File: src/rtl/vdas_pkg.sv
// Shared types and constants for the sample packer and its FIFO.
// Frame length and the CRC helpers depend on SAMPLE_PACKER_CRC_EN.
package vdas_pkg;

  localparam logic [3:0] SYNC_NIBBLE = 4'hA;
  localparam logic [7:0] CRC8_POLY   = 8'h07;
  localparam int         SEQ_W       = 4;
  localparam int         SAMPLE_W    = 20;

`ifdef SAMPLE_PACKER_CRC_EN
  localparam int FRAME_LEN = 5;

  typedef enum logic [2:0] {
    ST_IDLE,
    ST_B0,
    ST_B1,
    ST_B2,
    ST_B3,
    ST_CRC
  } packer_state_t;
`else
  localparam int FRAME_LEN = 4;

  typedef enum logic [2:0] {
    ST_IDLE,
    ST_B0,
    ST_B1,
    ST_B2,
    ST_B3
  } packer_state_t;
`endif

  typedef struct packed {
    logic [SEQ_W-1:0]    seq;
    logic [SAMPLE_W-1:0] data;
  } sample_entry_t;

`ifdef SAMPLE_PACKER_CRC_EN
  // MSB-first CRC-8 step over one byte, no reflection, no final XOR.
  function automatic logic [7:0] crc8_byte(input logic [7:0] crc_in,
                                           input logic [7:0] din);
    logic [7:0] c;
    c = crc_in ^ din;
    for (int i = 0; i < 8; i++) begin
      c = c[7] ? ({c[6:0], 1'b0} ^ CRC8_POLY) : {c[6:0], 1'b0};
    end
    return c;
  endfunction

  function automatic logic [7:0] crc8_frame(input sample_entry_t e);
    logic [7:0] c;
    c = crc8_byte(8'h00, {SYNC_NIBBLE, e.seq});
    c = crc8_byte(c, {4'h0, e.data[19:16]});
    c = crc8_byte(c, e.data[15:8]);
    c = crc8_byte(c, e.data[7:0]);
    return c;
  endfunction
`endif

endpackage

File: src/rtl/sync_fifo.sv
// Single-clock FIFO with occupancy count; the head entry is presented from the
// storage registers so the consumer can capture it on the same edge it pops.
module sync_fifo
  import vdas_pkg::*;
#(
  parameter int WIDTH = 24,
  parameter int DEPTH = 8
) (
  input  logic                     clk,
  input  logic                     rst_n,
  input  logic                     i_wr_en,
  input  logic [WIDTH-1:0]         i_wr_data,
  input  logic                     i_rd_en,
  output logic [WIDTH-1:0]         o_rd_data,
  output logic                     o_full,
  output logic                     o_empty,
  output logic [$clog2(DEPTH):0]   o_count
);

  localparam int AW = $clog2(DEPTH);

  logic [WIDTH-1:0] r_mem [DEPTH];
  logic [AW-1:0]    r_wr_ptr;
  logic [AW-1:0]    r_rd_ptr;
  logic [AW:0]      r_count;
  logic             w_wr;
  logic             w_rd;

  assign o_full    = (r_count == (AW + 1)'(DEPTH));
  assign o_empty   = (r_count == '0);
  assign o_count   = r_count;
  assign o_rd_data = r_mem[r_rd_ptr];

  // A write into a full FIFO is legal when a read frees a slot on the same edge.
  assign w_rd = i_rd_en && !o_empty;
  assign w_wr = i_wr_en && (!o_full || w_rd);

  // NOTE: storage is deliberately not reset; the pointers and count define
  // which entries are valid, so resetting the array would only cost flops.
  always_ff @(posedge clk) begin
    if (w_wr) begin
      r_mem[r_wr_ptr] <= i_wr_data;
    end
  end

  // NOTE: all state updates use non-blocking assignments so every register
  // samples the pre-edge values regardless of statement order.
  always_ff @(posedge clk or negedge rst_n) begin
    if (!rst_n) begin
      r_wr_ptr <= '0;
      r_rd_ptr <= '0;
      r_count  <= '0;
    end else begin
      if (w_wr) r_wr_ptr <= r_wr_ptr + 1'b1;
      if (w_rd) r_rd_ptr <= r_rd_ptr + 1'b1;
      case ({w_wr, w_rd})
        2'b10:   r_count <= r_count + 1'b1;
        2'b01:   r_count <= r_count - 1'b1;
        default: r_count <= r_count;
      endcase
    end
  end

endmodule

File: src/rtl/sample_packer.sv
// Buffers tagged 20-bit samples and streams them as byte frames with drop detection.
// Define SAMPLE_PACKER_CRC_EN to append a CRC-8 byte to every frame.
module sample_packer
  import vdas_pkg::*;
#(
  parameter int DATA_W = 20,
  parameter int DEPTH  = 8
) (
  input  logic                   clk,
  input  logic                   rst_n,
  input  logic [DATA_W-1:0]      in_data,
  input  logic                   in_valid,
  output logic [7:0]             out_data,
  output logic                   out_valid,
  input  logic                   out_ready,
  output logic                   out_last,
  output logic                   overflow,
  input  logic                   clr_ovf,
  output logic [$clog2(DEPTH):0] fill
);

  packer_state_t       r_state;
  logic [SEQ_W-1:0]    r_seq;
  logic [SAMPLE_W-1:0] r_data;
  sample_entry_t       w_wr_entry;
  sample_entry_t       w_head;
  logic                w_full;
  logic                w_empty;
  logic                w_last_state;
  logic                w_pop;
  logic                w_accept;
  logic                w_drop;
`ifdef SAMPLE_PACKER_CRC_EN
  logic [7:0]          r_crc;

  assign w_last_state = (r_state == ST_CRC);
`else
  assign w_last_state = (r_state == ST_B3);
`endif

  // Popping on the final-byte handshake keeps frames back-to-back with no bubble.
  assign w_pop      = !w_empty && ((r_state == ST_IDLE) || (w_last_state && out_ready));
  assign w_accept   = in_valid && (!w_full || w_pop);
  assign w_drop     = in_valid && !w_accept;
  assign w_wr_entry = {r_seq, in_data};

  sync_fifo #(
    .WIDTH ($bits(sample_entry_t)),
    .DEPTH (DEPTH)
  ) u_fifo (
    .clk       (clk),
    .rst_n     (rst_n),
    .i_wr_en   (w_accept),
    .i_wr_data (w_wr_entry),
    .i_rd_en   (w_pop),
    .o_rd_data (w_head),
    .o_full    (w_full),
    .o_empty   (w_empty),
    .o_count   (fill)
  );

  // The sequence counter advances on dropped samples too, so gaps are visible downstream.
  always_ff @(posedge clk or negedge rst_n) begin
    if (!rst_n) begin
      r_seq    <= '0;
      overflow <= 1'b0;
    end else begin
      if (in_valid) r_seq <= r_seq + 1'b1;
      if (w_drop) begin
        overflow <= 1'b1;
      end else if (clr_ovf) begin
        overflow <= 1'b0;
      end
    end
  end

  always_ff @(posedge clk or negedge rst_n) begin
    if (!rst_n) begin
      r_state   <= ST_IDLE;
      r_data    <= '0;
      out_data  <= '0;
      out_valid <= 1'b0;
      out_last  <= 1'b0;
`ifdef SAMPLE_PACKER_CRC_EN
      r_crc     <= '0;
`endif
    end else if (w_pop) begin
      r_data    <= w_head.data;
      out_data  <= {SYNC_NIBBLE, w_head.seq};
      out_valid <= 1'b1;
      out_last  <= 1'b0;
      r_state   <= ST_B0;
`ifdef SAMPLE_PACKER_CRC_EN
      r_crc     <= crc8_frame(w_head);
`endif
    end else if (w_last_state && out_ready) begin
      out_data  <= '0;
      out_valid <= 1'b0;
      out_last  <= 1'b0;
      r_state   <= ST_IDLE;
    end else if (out_ready) begin
      unique case (r_state)
        ST_B0: begin
          out_data <= {4'h0, r_data[19:16]};
          r_state  <= ST_B1;
        end
        ST_B1: begin
          out_data <= r_data[15:8];
          r_state  <= ST_B2;
        end
        ST_B2: begin
          out_data <= r_data[7:0];
`ifdef SAMPLE_PACKER_CRC_EN
          out_last <= 1'b0;
`else
          out_last <= 1'b1;
`endif
          r_state  <= ST_B3;
        end
`ifdef SAMPLE_PACKER_CRC_EN
        ST_B3: begin
          out_data <= r_crc;
          out_last <= 1'b1;
          r_state  <= ST_CRC;
        end
`endif
        default: r_state <= r_state;
      endcase
    end
  end

endmodule
File: config.mk
export PLATFORM = sky130hd
export DESIGN_NAME = sample_packer
export DESIGN_NICKNAME = d
export VERILOG_FILES = /design/src/rtl/vdas_pkg.sv /design/src/rtl/sync_fifo.sv /design/src/rtl/sample_packer.sv
export SDC_FILE = /design/constraint.sdc
export NUM_CORES = 1
export LEC_CHECK = 0
export ABC_AREA = 1
export CAP_MARGIN = 20
export CELL_PAD_IN_SITES_DETAIL_PLACEMENT = 0
export CELL_PAD_IN_SITES_GLOBAL_PLACEMENT = 1
export CORE_MARGIN = 10
export CORE_UTILIZATION = 30
export CTS_BUF_LIST = sky130_fd_sc_hd__clkbuf_2 sky130_fd_sc_hd__clkbuf_4 sky130_fd_sc_hd__clkbuf_8
export CTS_CLUSTER_DIAMETER = 60
export DETAILED_ROUTE_END_ITERATION = 8
export GPL_TIMING_DRIVEN = 0
export HOLD_SLACK_MARGIN = 0.05
export PLACE_DENSITY = 0.52
export RECOVER_POWER = 50
export SLEW_MARGIN = 20
export SYNTH_ARGS = -nofsm -noshare
export SYNTH_HDL_FRONTEND = slang
export SYNTH_HIERARCHICAL = 1
export SYNTH_SLANG_ARGS = --single-unit
File: constraint.sdc
create_clock -name clk -period 3.2 [get_ports clk]
set_input_delay 0.64 -clock clk [delete_from_list [all_inputs] [get_ports clk]]
set_output_delay 0.64 -clock clk [all_outputs]
set_load 0.03 [all_outputs]
==> summary.md <==
| Metric | Value |
|---|---|
| Outcome | `finished, final reports clean` |
| Row count | `66` |
| Via density | `roughly 4.5` |
| Final Max Slew Viols | `0` |
| Nets | `968` |
| Pin count of the biggest net entering global routing | `49` |
| Vias | `about 6400` |
| Antenna violations before repair | `0` |
| First-pass GRT wire length | `40.6 mm` |
| Htree depth | `2` |
| Final WL | `around 26 mm` |
| CP endpoint kind | `flop` |
| EDFF count, synth | `approximately 190` |
| Antenna viol nets, final | `0` |
| Asr flop ratio synth | `0.200` |
| Mapped Area | `9910 sq um` |
| TritonRoute pass-1 iters | `5` |
| Unrepaired setup endpoints after global routing | `no` |
| Final Cycle Share | `0.909` |
| Period minus WS final | `2.91 ns` |
| Total GRT Usage | `0.130` |
| CTS tree | `yes` |
| DP Area | `approximately 11000 sq um` |
| Final setup violation count | `0` |
| Hold_buf cts | `0` |
| Crit start category | `flop` |
| Avg Inst Size Synth | `approximately 12 sq um` |
| Worst Path Arrival | `about 3.1 ns` |
| Clock transition at path regs | `about 0.06 ns` |
| Rel. slew slack | `0.136` |
| Vias in the first global route | `around 6600` |
| Post-Layout Inst Area | `roughly 12000 sq um` |
| Fmax achieved | `344 MHz` |
| DIE HEIGHT | `202 microns` |
| Core Area | `between 30000 and 40000 sq um` |
| WL per Instance | `between 15 and 20 microns` |
| Final std cells w/o fill | `1407` |
| CP Class | `flop to flop` |
| Die outline area | `approximately 41000 sq um` |
| Final Wtd Congestion | `roughly 0.73` |
| Peak supply drop | `roughly 0.37 mV` |
| Hold Path Class | `primary input to async pin` |
| 1st-iter DRT viols | `about 340` |
| Post-synthesis cell type count | `35` |
| Max Fanout on Critical Path | `12` |
| Initial Utilization | `0.305` |
| Post-synthesis sequential area ratio | `0.703` |
| DPL Wire Length | `approximately 18 mm` |
| CTS root buf | `clkbuf_8` |
| Worst-Margin Slew | `1.30 ns` |
| R2r setup slk | `a little under 0.3 ns` |
| PwrDens | `roughly 1000 nW/um^2` |
| N_diodes | `0` |
| Buffers added on ports | `39` |
| Max_cap viols | `0` |
| # IOs | `40` |
| Primary FF master, synth | `edfxtp_1` |
| Synth warn | `6` |
| Net count after synthesis | `860` |
| Area grow syn2layout | `21.9%` |
| TritonCTS buffer count | `43` |
| # DRC | `0` |
| CTS max path bufs | `3` |
| Leak pwr | `between 4 and 5 nW` |
| Worst skew pair latency | `between 0.5 and 0.6 ns` |
| DIE WIDTH | `between 200 and 250 microns` |
| Critical Path RT | `approximately 3.4 ns` |
| Clock sinks | `240` |
| Mapped Cells | `about 830` |
| Grt total ovfl | `0` |
| Layout cells sized above 1 | `0.156` |
| #FFs+latches synth | `240` |
| Dpl cells | `roughly 1300` |
| Endpoints failing hold | `0` |
| Layout Skew | `0.0175 ns` |
| Worst R2R Path Depth | `14` |
[critical path, stage by stage, from the launching register on]
cell and delay (ns):
dfrtp_1 0.44, nor2_2 0.07, nand2_2 0.13, inv_1 0.06
inv_1 0.08, nand3_2 0.09, buf_6 0.15, inv_2 0.14
buf_4 0.23, nand2_4 0.10, nand2_1 0.13, nand2_2 0.17
nor3_4 0.41, buf_6 0.22, buf_6 0.16
[kinds of logic (layout without fill, tap and decap cells)]
logic type / after synthesis / count (layout) / share of synthesized area
AO/OA/AOI/OAI: 133 / 133 / 0.0713
XOR/XNOR: 8 / 8 / 0.00707
adder cells (fa/ha/maj): 6 / 6 / 0.00833
buffers and inverters: 68 / 204 / 0.0417
flip-flops: 240 / 240 / 0.703
multiplexers: 25 / 25 / 0.0254
AND/OR/NAND/NOR: 349 / 349 / 0.143
[sequential cells by signal (all words and copies together) (netlist names)]
register / cells
u_fifo/r_rd_ptr: 3
r_seq: 4
u_fifo/r_mem: 192
out_valid: 1
overflow: 1
r_state: 3
u_fifo/r_wr_ptr: 3
r_data: 20
u_fifo/o_count: 4
out_data: 8
out_last: 1
[final timing paths]
check                                              startpoint                        endpoint
worst max-delay path            u_fifo/o_count[0]$_DFFE_PN0P_    u_fifo/r_mem[7][1]$_DFFE_PP_
worst min-delay path                                    rst_n          r_data[11]$_DFFE_PN0P_
worst max register to register  u_fifo/o_count[0]$_DFFE_PN0P_    u_fifo/r_mem[7][1]$_DFFE_PP_
worst min register to register        out_data[2]$_DFFE_PN0P_         out_data[2]$_DFFE_PN0P_
max in group asynchronous                               rst_n  u_fifo/r_wr_ptr[0]$_DFFE_PN0P_
min in group clk                      out_data[2]$_DFFE_PN0P_         out_data[2]$_DFFE_PN0P_
[routing by layer]
layer	track usage	part of all wire	vias up
met5	0	0	-
met1	0.174	0.48	3090
li1	-	-	3109
met2	0.210	0.46	129
met4	0.0432	0.022	0
met3	0.0227	0.038	40
[synthesized netlist by cell type (2+ instances only)]
cell | instances | share of area
a22oi_1 | 2 | 0.0015
clkbuf_1 | 6 | 0.0023
nand2_1 | 202 | 0.077
o21ai_1 | 33 | 0.017
xnor2_1 | 2 | 0.0018
o22ai_1 | 24 | 0.015
ha_1 | 5 | 0.0063
buf_2 | 13 | 0.0066
buf_6 | 6 | 0.0068
nand2_2 | 3 | 0.0019
nand4_1 | 9 | 0.0057
buf_4 | 8 | 0.0061
inv_2 | 4 | 0.0015
xor2_1 | 6 | 0.0053
edfxtp_1 | 192 | 0.58
mux2i_1 | 24 | 0.024
nor3_1 | 4 | 0.0020
nand2_4 | 3 | 0.0034
dfrtp_1 | 48 | 0.12
nor2_1 | 104 | 0.039
inv_1 | 21 | 0.0080
o21ai_0 | 68 | 0.034
nand3_2 | 2 | 0.0020
clkbuf_2 | 5 | 0.0025
nand3_1 | 18 | 0.0091
nor2_2 | 3 | 0.0019
buf_12 | 3 | 0.0061
a21oi_1 | 4 | 0.0020
[cell usage in the layout, fill, tap and decap left out, types with 19 or more instances in the layout]
| master | instances |
|---|---|
| inv_1 | 21 |
| nand2_1 | 202 |
| nor2_1 | 100 |
| o22ai_1 | 24 |
| dfrtp_1 | 48 |
| edfxtp_1 | 192 |
| buf_4 | 19 |
| o21ai_1 | 33 |
| clkbuf_8 | 44 |
| mux2i_1 | 24 |
| o21ai_0 | 68 |
| dlygate4sd3_1 | 21 |
[metrics by stage]
step	setup TNS (ns)	power (mW)	hold slack, ns	utilization	setup slack [ns]
3_5_place_dp	-61.66	9.41	0.464	0.342	-0.528
6_report	0	12.1	0.384	0.371	0.290
5_1_grt	0	13.1	0.472	0.371	0.0478
2_1_floorplan	-56.41	7.51	0.344	-	-0.588
4_1_cts	-0.0284	12.3	0.140	0.368	-0.00912
3_3_place_gp	-482.36	9.27	0.460	0.334	-3.24
[layout make-up]
class                           count  area, sq um
Fill cell                        3253        20500
Clock inverter                     21          149
Timing Repair Buffer               63          714
Multi-Input combinational cell    521         2620
Tap cell                          442          553
Sequential cell                   240         6970
Inverter                           26         97.6
Clock buffer                       52          666
Buffer                             42          315
[repair_timing]
action | 4_1_cts | 5_1_grt
setup endpoints to repair | 31 | 93
setup buffers | 3 | 5
gates resized for setup | 0 | 7
pin swaps | 3 | 2
cloned | 0 | 0
[power breakdown]
group	switching, mW	leakage [nW]	internal, mW
clock	1.24	0.429	1.53
combinational	3.25	1.89	1.67
sequential	0.331	2.33	4.13
(Power assumes the default switching activity.)
